`src/rtl/interval_timer_ctrl_pkg.sv`:
```
// Shared encodings for the interval timer controller.
// State and mode constants used by the FSM and the bench.
package interval_timer_ctrl_pkg;

  localparam logic [1:0] ST_IDLE = 2'd0;
  localparam logic [1:0] ST_RUN  = 2'd1;
  localparam logic [1:0] ST_DONE = 2'd2;

  typedef enum logic [1:0] {
    S_IDLE = ST_IDLE,
    S_RUN  = ST_RUN,
    S_DONE = ST_DONE
  } state_t;

  localparam logic MODE_ONESHOT  = 1'b0;
  localparam logic MODE_PERIODIC = 1'b1;

endpackage

```
`src/rtl/interval_timer_ctrl_if.sv`:
```
// Control/status bundle of the interval timer.
// master drives commands, slave is the timer.
interface interval_timer_ctrl_if #(
  parameter int W = 8
);

  logic         start;
  logic         stop;
  logic         hold;
  logic         mode;
  logic [W-1:0] load_val;
  logic [W-1:0] Q;
  logic         tick;
  logic         busy;
  logic         done;

  modport master (
    output start, stop, hold, mode, load_val,
    input  Q, tick, busy, done
  );

  modport slave (
    input  start, stop, hold, mode, load_val,
    output Q, tick, busy, done
  );

endinterface

```
`src/rtl/interval_timer_ctrl_cnt4_stage.sv`:
```
// 161-style 4-bit synchronous counter slice.
// Load beats count; TC ripples into the next slice's CET.
module cnt4_stage (
  input  logic       CP,
  input  logic       CR,
  input  logic       PE,
  input  logic       CEP,
  input  logic       CET,
  input  logic [3:0] D,
  output logic [3:0] Q,
  output logic       TC
);

  always_ff @(posedge CP) begin
    if (CR) begin
      Q <= 4'h0;
    end else if (!PE) begin
      Q <= D;
    end else if (CEP && CET) begin
      Q <= Q + 4'd1;
    end
  end

  assign TC = (&Q) & CET;

endmodule

```
`src/rtl/interval_timer_ctrl.sv`:
```
// Interval timer: FSM sequencing a cascade of cnt4_stage
// slices, producing a periodic or one-shot tick.
module interval_timer_ctrl
  import interval_timer_ctrl_pkg::*;
#(
  parameter int STAGES = 2
) (
  input logic                  CP,
  input logic                  CR,
  interval_timer_ctrl_if.slave bus
);

  localparam int W = 4 * STAGES;

  state_t         state;
  state_t         state_nx;
  logic [W-1:0]   load_reg;
  logic           mode_reg;
  logic           tick_r;
  logic [W-1:0]   q;
  logic [W-1:0]   d;
  logic [STAGES:0] cet;
  logic           run;
  logic           at_max;
  logic           pe_n;
  logic           cep;
  logic           tick_nx;
  logic           latch_cfg;

  assign run    = (state == S_RUN);
  assign at_max = cet[STAGES];
  assign cet[0] = 1'b1;

  always_ff @(posedge CP) begin
    if (CR) begin
      state    <= S_IDLE;
      load_reg <= '0;
      mode_reg <= MODE_ONESHOT;
      tick_r   <= 1'b0;
    end else begin
      state  <= state_nx;
      tick_r <= tick_nx;
      if (latch_cfg) begin
        load_reg <= bus.load_val;
        mode_reg <= bus.mode;
      end
    end
  end

  // CEP is also dropped at MAX so a one-shot parks on all-ones
  always_comb begin
    state_nx  = state;
    pe_n      = 1'b1;
    d         = load_reg;
    cep       = 1'b0;
    tick_nx   = 1'b0;
    latch_cfg = 1'b0;
    if (bus.stop) begin
      state_nx = S_IDLE;
    end else if (bus.start) begin
      state_nx  = S_RUN;
      pe_n      = 1'b0;
      d         = bus.load_val;
      latch_cfg = 1'b1;
    end else if (run && !bus.hold) begin
      if (at_max) begin
        tick_nx = 1'b1;
        if (mode_reg == MODE_PERIODIC) begin
          pe_n = 1'b0;
        end else begin
          state_nx = S_DONE;
        end
      end else begin
        cep = 1'b1;
      end
    end
  end

  for (genvar k = 0; k < STAGES; k++) begin : g_stage
    cnt4_stage u_stage (
      .CP  (CP),
      .CR  (CR),
      .PE  (pe_n),
      .CEP (cep),
      .CET (cet[k]),
      .D   (d[4*k +: 4]),
      .Q   (q[4*k +: 4]),
      .TC  (cet[k+1])
    );
  end

  assign bus.Q    = q;
  assign bus.tick = tick_r;
  assign bus.busy = run;
  assign bus.done = (state == S_DONE);

endmodule

```
`src/flat_wrapper.sv`:
```
// flat-port wrapper written by rule: the top's interface ports become plain ports
module interval_timer_ctrl_flat import interval_timer_ctrl_pkg::*;
#(
  parameter int STAGES = 2
)
  (CP, CR, bus_start, bus_stop, bus_hold, bus_mode, bus_load_val, bus_Q, bus_tick, bus_busy, bus_done);
  interval_timer_ctrl_if #(.W(8)) bus_i ();
  input logic CP;
  input logic CR;
  input wire logic [$bits(bus_i.start)-1:0] bus_start;
  input wire logic [$bits(bus_i.stop)-1:0] bus_stop;
  input wire logic [$bits(bus_i.hold)-1:0] bus_hold;
  input wire logic [$bits(bus_i.mode)-1:0] bus_mode;
  input wire logic [$bits(bus_i.load_val)-1:0] bus_load_val;
  output wire logic [$bits(bus_i.Q)-1:0] bus_Q;
  output wire logic [$bits(bus_i.tick)-1:0] bus_tick;
  output wire logic [$bits(bus_i.busy)-1:0] bus_busy;
  output wire logic [$bits(bus_i.done)-1:0] bus_done;
  assign bus_i.start = bus_start;
  assign bus_i.stop = bus_stop;
  assign bus_i.hold = bus_hold;
  assign bus_i.mode = bus_mode;
  assign bus_i.load_val = bus_load_val;
  assign bus_Q = bus_i.Q;
  assign bus_tick = bus_i.tick;
  assign bus_busy = bus_i.busy;
  assign bus_done = bus_i.done;
  interval_timer_ctrl #(.STAGES(STAGES)) u_core (.CP(CP), .CR(CR), .bus(bus_i));
endmodule
```
`config.mk`:
```
export PLATFORM = sky130hd
export DESIGN_NAME = interval_timer_ctrl_flat
export DESIGN_NICKNAME = d
export VERILOG_FILES = /design/src/rtl/interval_timer_ctrl_pkg.sv /design/src/rtl/interval_timer_ctrl_if.sv /design/src/rtl/interval_timer_ctrl_cnt4_stage.sv /design/src/rtl/interval_timer_ctrl.sv /design/src/flat_wrapper.sv
export SDC_FILE = /design/constraint.sdc
export NUM_CORES = 1
export LEC_CHECK = 0
export BUFFER_PORTS_ARGS = -buffer_cell sky130_fd_sc_hd__buf_2
export CAP_MARGIN = 20
export CORE_UTILIZATION = 45
export DETAILED_ROUTE_END_ITERATION = 8
export PLACE_DENSITY_LB_ADDON = 0.15
export SKIP_LAST_GASP = 1
export SLEW_MARGIN = 20
export SYNTH_ARGS = -nofsm -noshare
export SYNTH_HDL_FRONTEND = slang
export SYNTH_SLANG_ARGS = --single-unit
export TNS_END_PERCENT = 20
```
`constraint.sdc`:
```
create_clock -name CP -period 1.95 [get_ports CP]
set_clock_uncertainty 0.2 [all_clocks]
set_input_delay 0.2925 -clock CP [delete_from_list [all_inputs] [get_ports CP]]
set_output_delay 0.2925 -clock CP [all_outputs]
set_load 0.005 [all_outputs]
```
# After elaboration in Yosys (flattened, before gate mapping)
# Index checks and enable logic that the tools add are counted.
# op_classes
n_bitwise,3
mux,22
n_reduce_logical,12
addsub,2
n_eq_ne,5
# ops
operator,count
$mux W1,16
$mux W4,4
$mux W8,2
$add A4 B1 Y4 const B,2
$reduce_and A4 Y1,2
$ne A2 B2 Y1 const B,3
$reduce_and A3 Y1,2
$reduce_bool A2 Y1,2
$reduce_or A4 Y1,1
$reduce_or A3 Y1,1
$eq A2 B1 Y1 const B,1
$eq A2 B2 Y1 const B,1
$logic_and A1 B1 Y1,2
$not A1 Y1,2
$reduce_or A2 Y1,1
$and A1 B1 Y1,1
$logic_not A1 Y1,1
# word_totals
in_bits,14
out_inout_bits,11
reg_bits,20
word_cells,51

# Logic depth before layout (Yosys ltp)
# logic_depth
depth_word,9
depth_mapped,6
ltp_nobuf,5

# By module
# A second synthesis with hierarchy kept.
# unflattened
cells_unflattened,97
area_unflattened_um2,1019.7
# modules_own_cells
module,area_each_um2,n_inst,seq_area_each_um2,cells_each
interval_timer_ctrl,604.3,1,240.2,49
cnt4_stage,207.7,2,80.1,24

# Worst setup path before layout
# No wires, ideal clock.
# synth_timing
path_kind,register -> register
from,register u_core.state[1]
to,register u_core.g_stage[0].u_stage.Q[0]
path_stages_with_launch,6
period_less_slack_ns,1.931
t_required_ns,1.683
path_slack_ns,0.019
n_path_buf,1
arrival_ns,1.664
cell_sequence,dfxtp_1 -> or4b_4 -> buf_6 -> a211o_4 -> o221a_1 -> a21oi_2
# synth_via
elab_chain_cells,6
elab_cells_between_ends,10
cone_classes,2 x eq/ne; 7 x mux; 1 x reduce/logical
# synth_rtl
element,line,source
from (decl),interval_timer_ctrl.sv:15,state_t state;
from (signal assigned),interval_timer_ctrl.sv:41,state <= state_nx;
$eq A2 B1 Y1 (*),interval_timer_ctrl.sv:30,assign run = (state == S_RUN);
$logic_and A1 B1 Y1 (*),interval_timer_ctrl.sv:65,end else if (run && !bus.hold) begin
$mux W1,interval_timer_ctrl.sv:65,
$mux W1,interval_timer_ctrl.sv:60,end else if (bus.start) begin
$mux W1,interval_timer_ctrl.sv:58,if (bus.stop) begin
$ne A2 B2 Y1 (no line) or $mux W4 (tied branches),-,
to (signal assigned),interval_timer_ctrl_cnt4_stage.sv:20,Q <= Q + 4'd1;
to (decl),interval_timer_ctrl_cnt4_stage.sv:10,"output logic [3:0] Q,"
# Every way passes the cells marked *; elsewhere a longest branch is shown, timed or not.
# A chain may end at the register's enable or synchronous reset.

# Worst setup path in the final report
# Same ends and word-level chain as after synthesis.

==> impl_metrics.ini <==
[clocking]
clock_latency_ps = 300
numCtsBuffers = 3
cts_htree_levels = 1
cts_root_buf = clkbuf_4
clockBufferDepth = 2
cts_tree = done
cts_sinks = 20
clkSlewWorstSetupHoldPaths_ps = 120

[die]
fp.dieArea_um2 = 2510
ios = 25
die-width_um = 50.1
core_um2 = 2190
die_h_um = 50.1
start_util = 0.475
num_rows = 17

[setup_path]
worstPathRequired_ps = 1990
cp.arrival_ps = 1980
r2r_end = u_core.g_stage[0].u_stage.Q[0]$_SDFFE_PP0P_
slowest_stage = or4b_4
crit_chain = or4b_4 > a211o_4 > o221a_1 > a21oi_2
worstSetupStartpointType = flop
slowest_delay_ps = 570
r2r_setup_slack_ps = 20
cp-end-kind = flop
r2r_cells = 4
critPathKind = reg2reg
timing.rr.start = u_core.state[1]$_SDFFE_PP0P_
worstPathMaxFanout = 5

[logic_synthesis]
ys_seq_area_frac = 0.385
synth_adder_area_share = 0.0241
synth_compound_area_frac = 0.258
netlist_instances = 119
synth_mux_area_frac = 0.0289
netlist_area_um2 = 1040
yosysTopAreaCellShare = 0.385
syn_nets = 135
yosys.area_share.simple = 0.245
yosysUniqueCellTypes = 46
yosysMostFrequentCell = dfxtp_1
ys_seq_elements = 20
ys_top_cells_by_area = dfxtp_1 (39%), nand2_1 (6.1%), a21oi_1 (5.8%)
synth_top_area_cell = dfxtp_1
ys.flop_type = dfxtp_1
synth_edf_count = 0
syn_area_per_cell_um2 = 8.74
synthXorXnorAreaFrac = 0.00842
synth_top_cells_by_count = dfxtp_1 (20), nand2_1 (17), a21oi_1 (12)
async_flop_share = 0
yosys_warnings = 0
synth_top_family_by_area = compound AO/OA/AOI/OAI gates

[min_path]
min_from = bus_load_val[7]
hold_class = in2reg
holdPathStages = 3
min_to = u_core.load_reg[7]$_SDFFE_PP0P_

[place]
placed_cells_incl_taps = 179
place_area_um2 = 1270
io_buffers = 24
hpwl_um = 1730
place.gp.congestion = 0.808

[flow_run]
drv_cap = 0

[routing]
drtIter0Drc = 16
via_per_inst = 5.64
avgRoutedWirePerCell_um = 12.9
wl_um = 2410
ant_nets = 0
drc_errors = 0
vias = 1049
dr.pass1.iters = 4

[sta]
fmaxAchievable_ghz = 0.517
finalHoldViolations = 0
period_share = 0.991
tns_ps = 0
relSlewSlack = 0.771
tightestPinTransition_ps = 334
rsz0062_at_grt = yes
setup_viol = 0
post-route-min-period_ps = 1930
slew_violations = 0

[power_and_ir_drop]
power_density_nw_per_um2 = 596
finalPower_uw = 802
p_leak_nw = 0.566
ir_drop_mv = 0.463

[final_layout]
postLayoutCellArea_um2 = 1350
fin_cells = 186
fin_nets = 175
num_antenna_cells = 0
drive_gt1_frac = 0.354
area_growth_pct = 29.4

[global_routing]
grt_overflow = 0
grt_max_degree = 22
antenna_found_initial = 0
grt_usage = 0.210
grt_pass1_wl_um = 3970
grt_pass1_vias = 910

[run_status]
status = finished, final reports clean
==> final cells by class <==
| type | instances | area (um^2) |
|---|---|---|
| Clock buffer | 4 | 36.3 |
| Fill cell | 200 | 846 |
| Inverter | 5 | 18.8 |
| Multi-Input combinational cell | 88 | 602 |
| Sequential cell | 20 | 403 |
| Tap cell | 28 | 35.0 |
| Timing Repair Buffer | 41 | 250 |
==> cell families (layout without fill, tap and decap cells) <==
group           Yosys count  in the layout
fa+ha+maj                 2              2
mux                       3              3
compound gates           34             34
buf+inv                  12             50
xor+xnor                  1              1
flops                    20             20
simple gates             47             48
==> metrics by stage <==
step                worst slack (ps)  hold WS, ps   util
detailed placement             -78.4          246  0.581
global route                   -45.7         20.5  0.614
CTS                            -19.0         12.3  0.609
finish                          16.6         26.0  0.614
global placement               -35.2          245  0.581
floorplan                       18.7          172      -
==> cells in the final DEF, fill, tap and decap left out, types with 2 or more instances in the layout <==
cell type and n:
a211oi_1 2, a21oi_1 12, buf_2 24, buf_4 16, clkbuf_4 3, dfxtp_1 18, dfxtp_2 2, ha_1 2
inv_1 5, mux2i_1 3, nand2_1 17, nand3_1 4, nand4_1 3, nor2_1 4, nor3_1 2, nor4_1 2
o31ai_1 3, or3_1 2, or4_1 2, or4b_4 2
==> worst max-delay path by stage <==
stage                                           startpoint                                           to  slack, ps  cells past startpoint
3_3_place_gp                                      bus_hold  u_core.g_stage[0].u_stage.Q[3]$_SDFFE_PP0P_        -40                      5
4_1_cts        u_core.g_stage[1].u_stage.Q[0]$_SDFFE_PP0P_  u_core.g_stage[0].u_stage.Q[3]$_SDFFE_PP0P_        -20                      5
5_1_grt        u_core.g_stage[1].u_stage.Q[0]$_SDFFE_PP0P_  u_core.g_stage[1].u_stage.Q[0]$_SDFFE_PP0P_        -50                      6
3_5_place_dp                                      bus_hold  u_core.g_stage[0].u_stage.Q[3]$_SDFFE_PP0P_        -80                      5
6_report                      u_core.state[1]$_SDFFE_PP0P_  u_core.g_stage[0].u_stage.Q[0]$_SDFFE_PP0P_         20                      4
2_1_floorplan                 u_core.state[1]$_SDFFE_PP0P_  u_core.g_stage[0].u_stage.Q[0]$_SDFFE_PP0P_         20                      5
==> repair_timing <==
action,CTS,global route
pin swaps,2,2
setup endpoints to repair,3,7
gates cloned,1,0
hold buffers,1,0
endpoints found under the hold margin,1,0
buffers inserted,0,1
gates resized for setup,1,3
==> where the power goes <==
group | leakage (nW) | switching [mW] | total [mW] | internal (mW)
clock network | 0.0210 | 0.131 | 0.245 | 0.114
logic | 0.381 | 0.0599 | 0.120 | 0.0599
registers | 0.164 | 0.0108 | 0.437 | 0.426
==> worst max-delay path, delay by kind of cell (launching register included) <==
| kind | cells | cell delay [ps] |
|---|---|---|
| compound gates | 3 | 740 |
| flops | 1 | 360 |
| simple gates | 1 | 570 |
==> routing by layer <==
layer,wire [um],GRT usage
met1,1180,0.281
met2,1130,0.318
met3,88,0.0401
met4,17,0.105
met5,0,0
No activity file was read; power rests on OpenSTA's default activity.
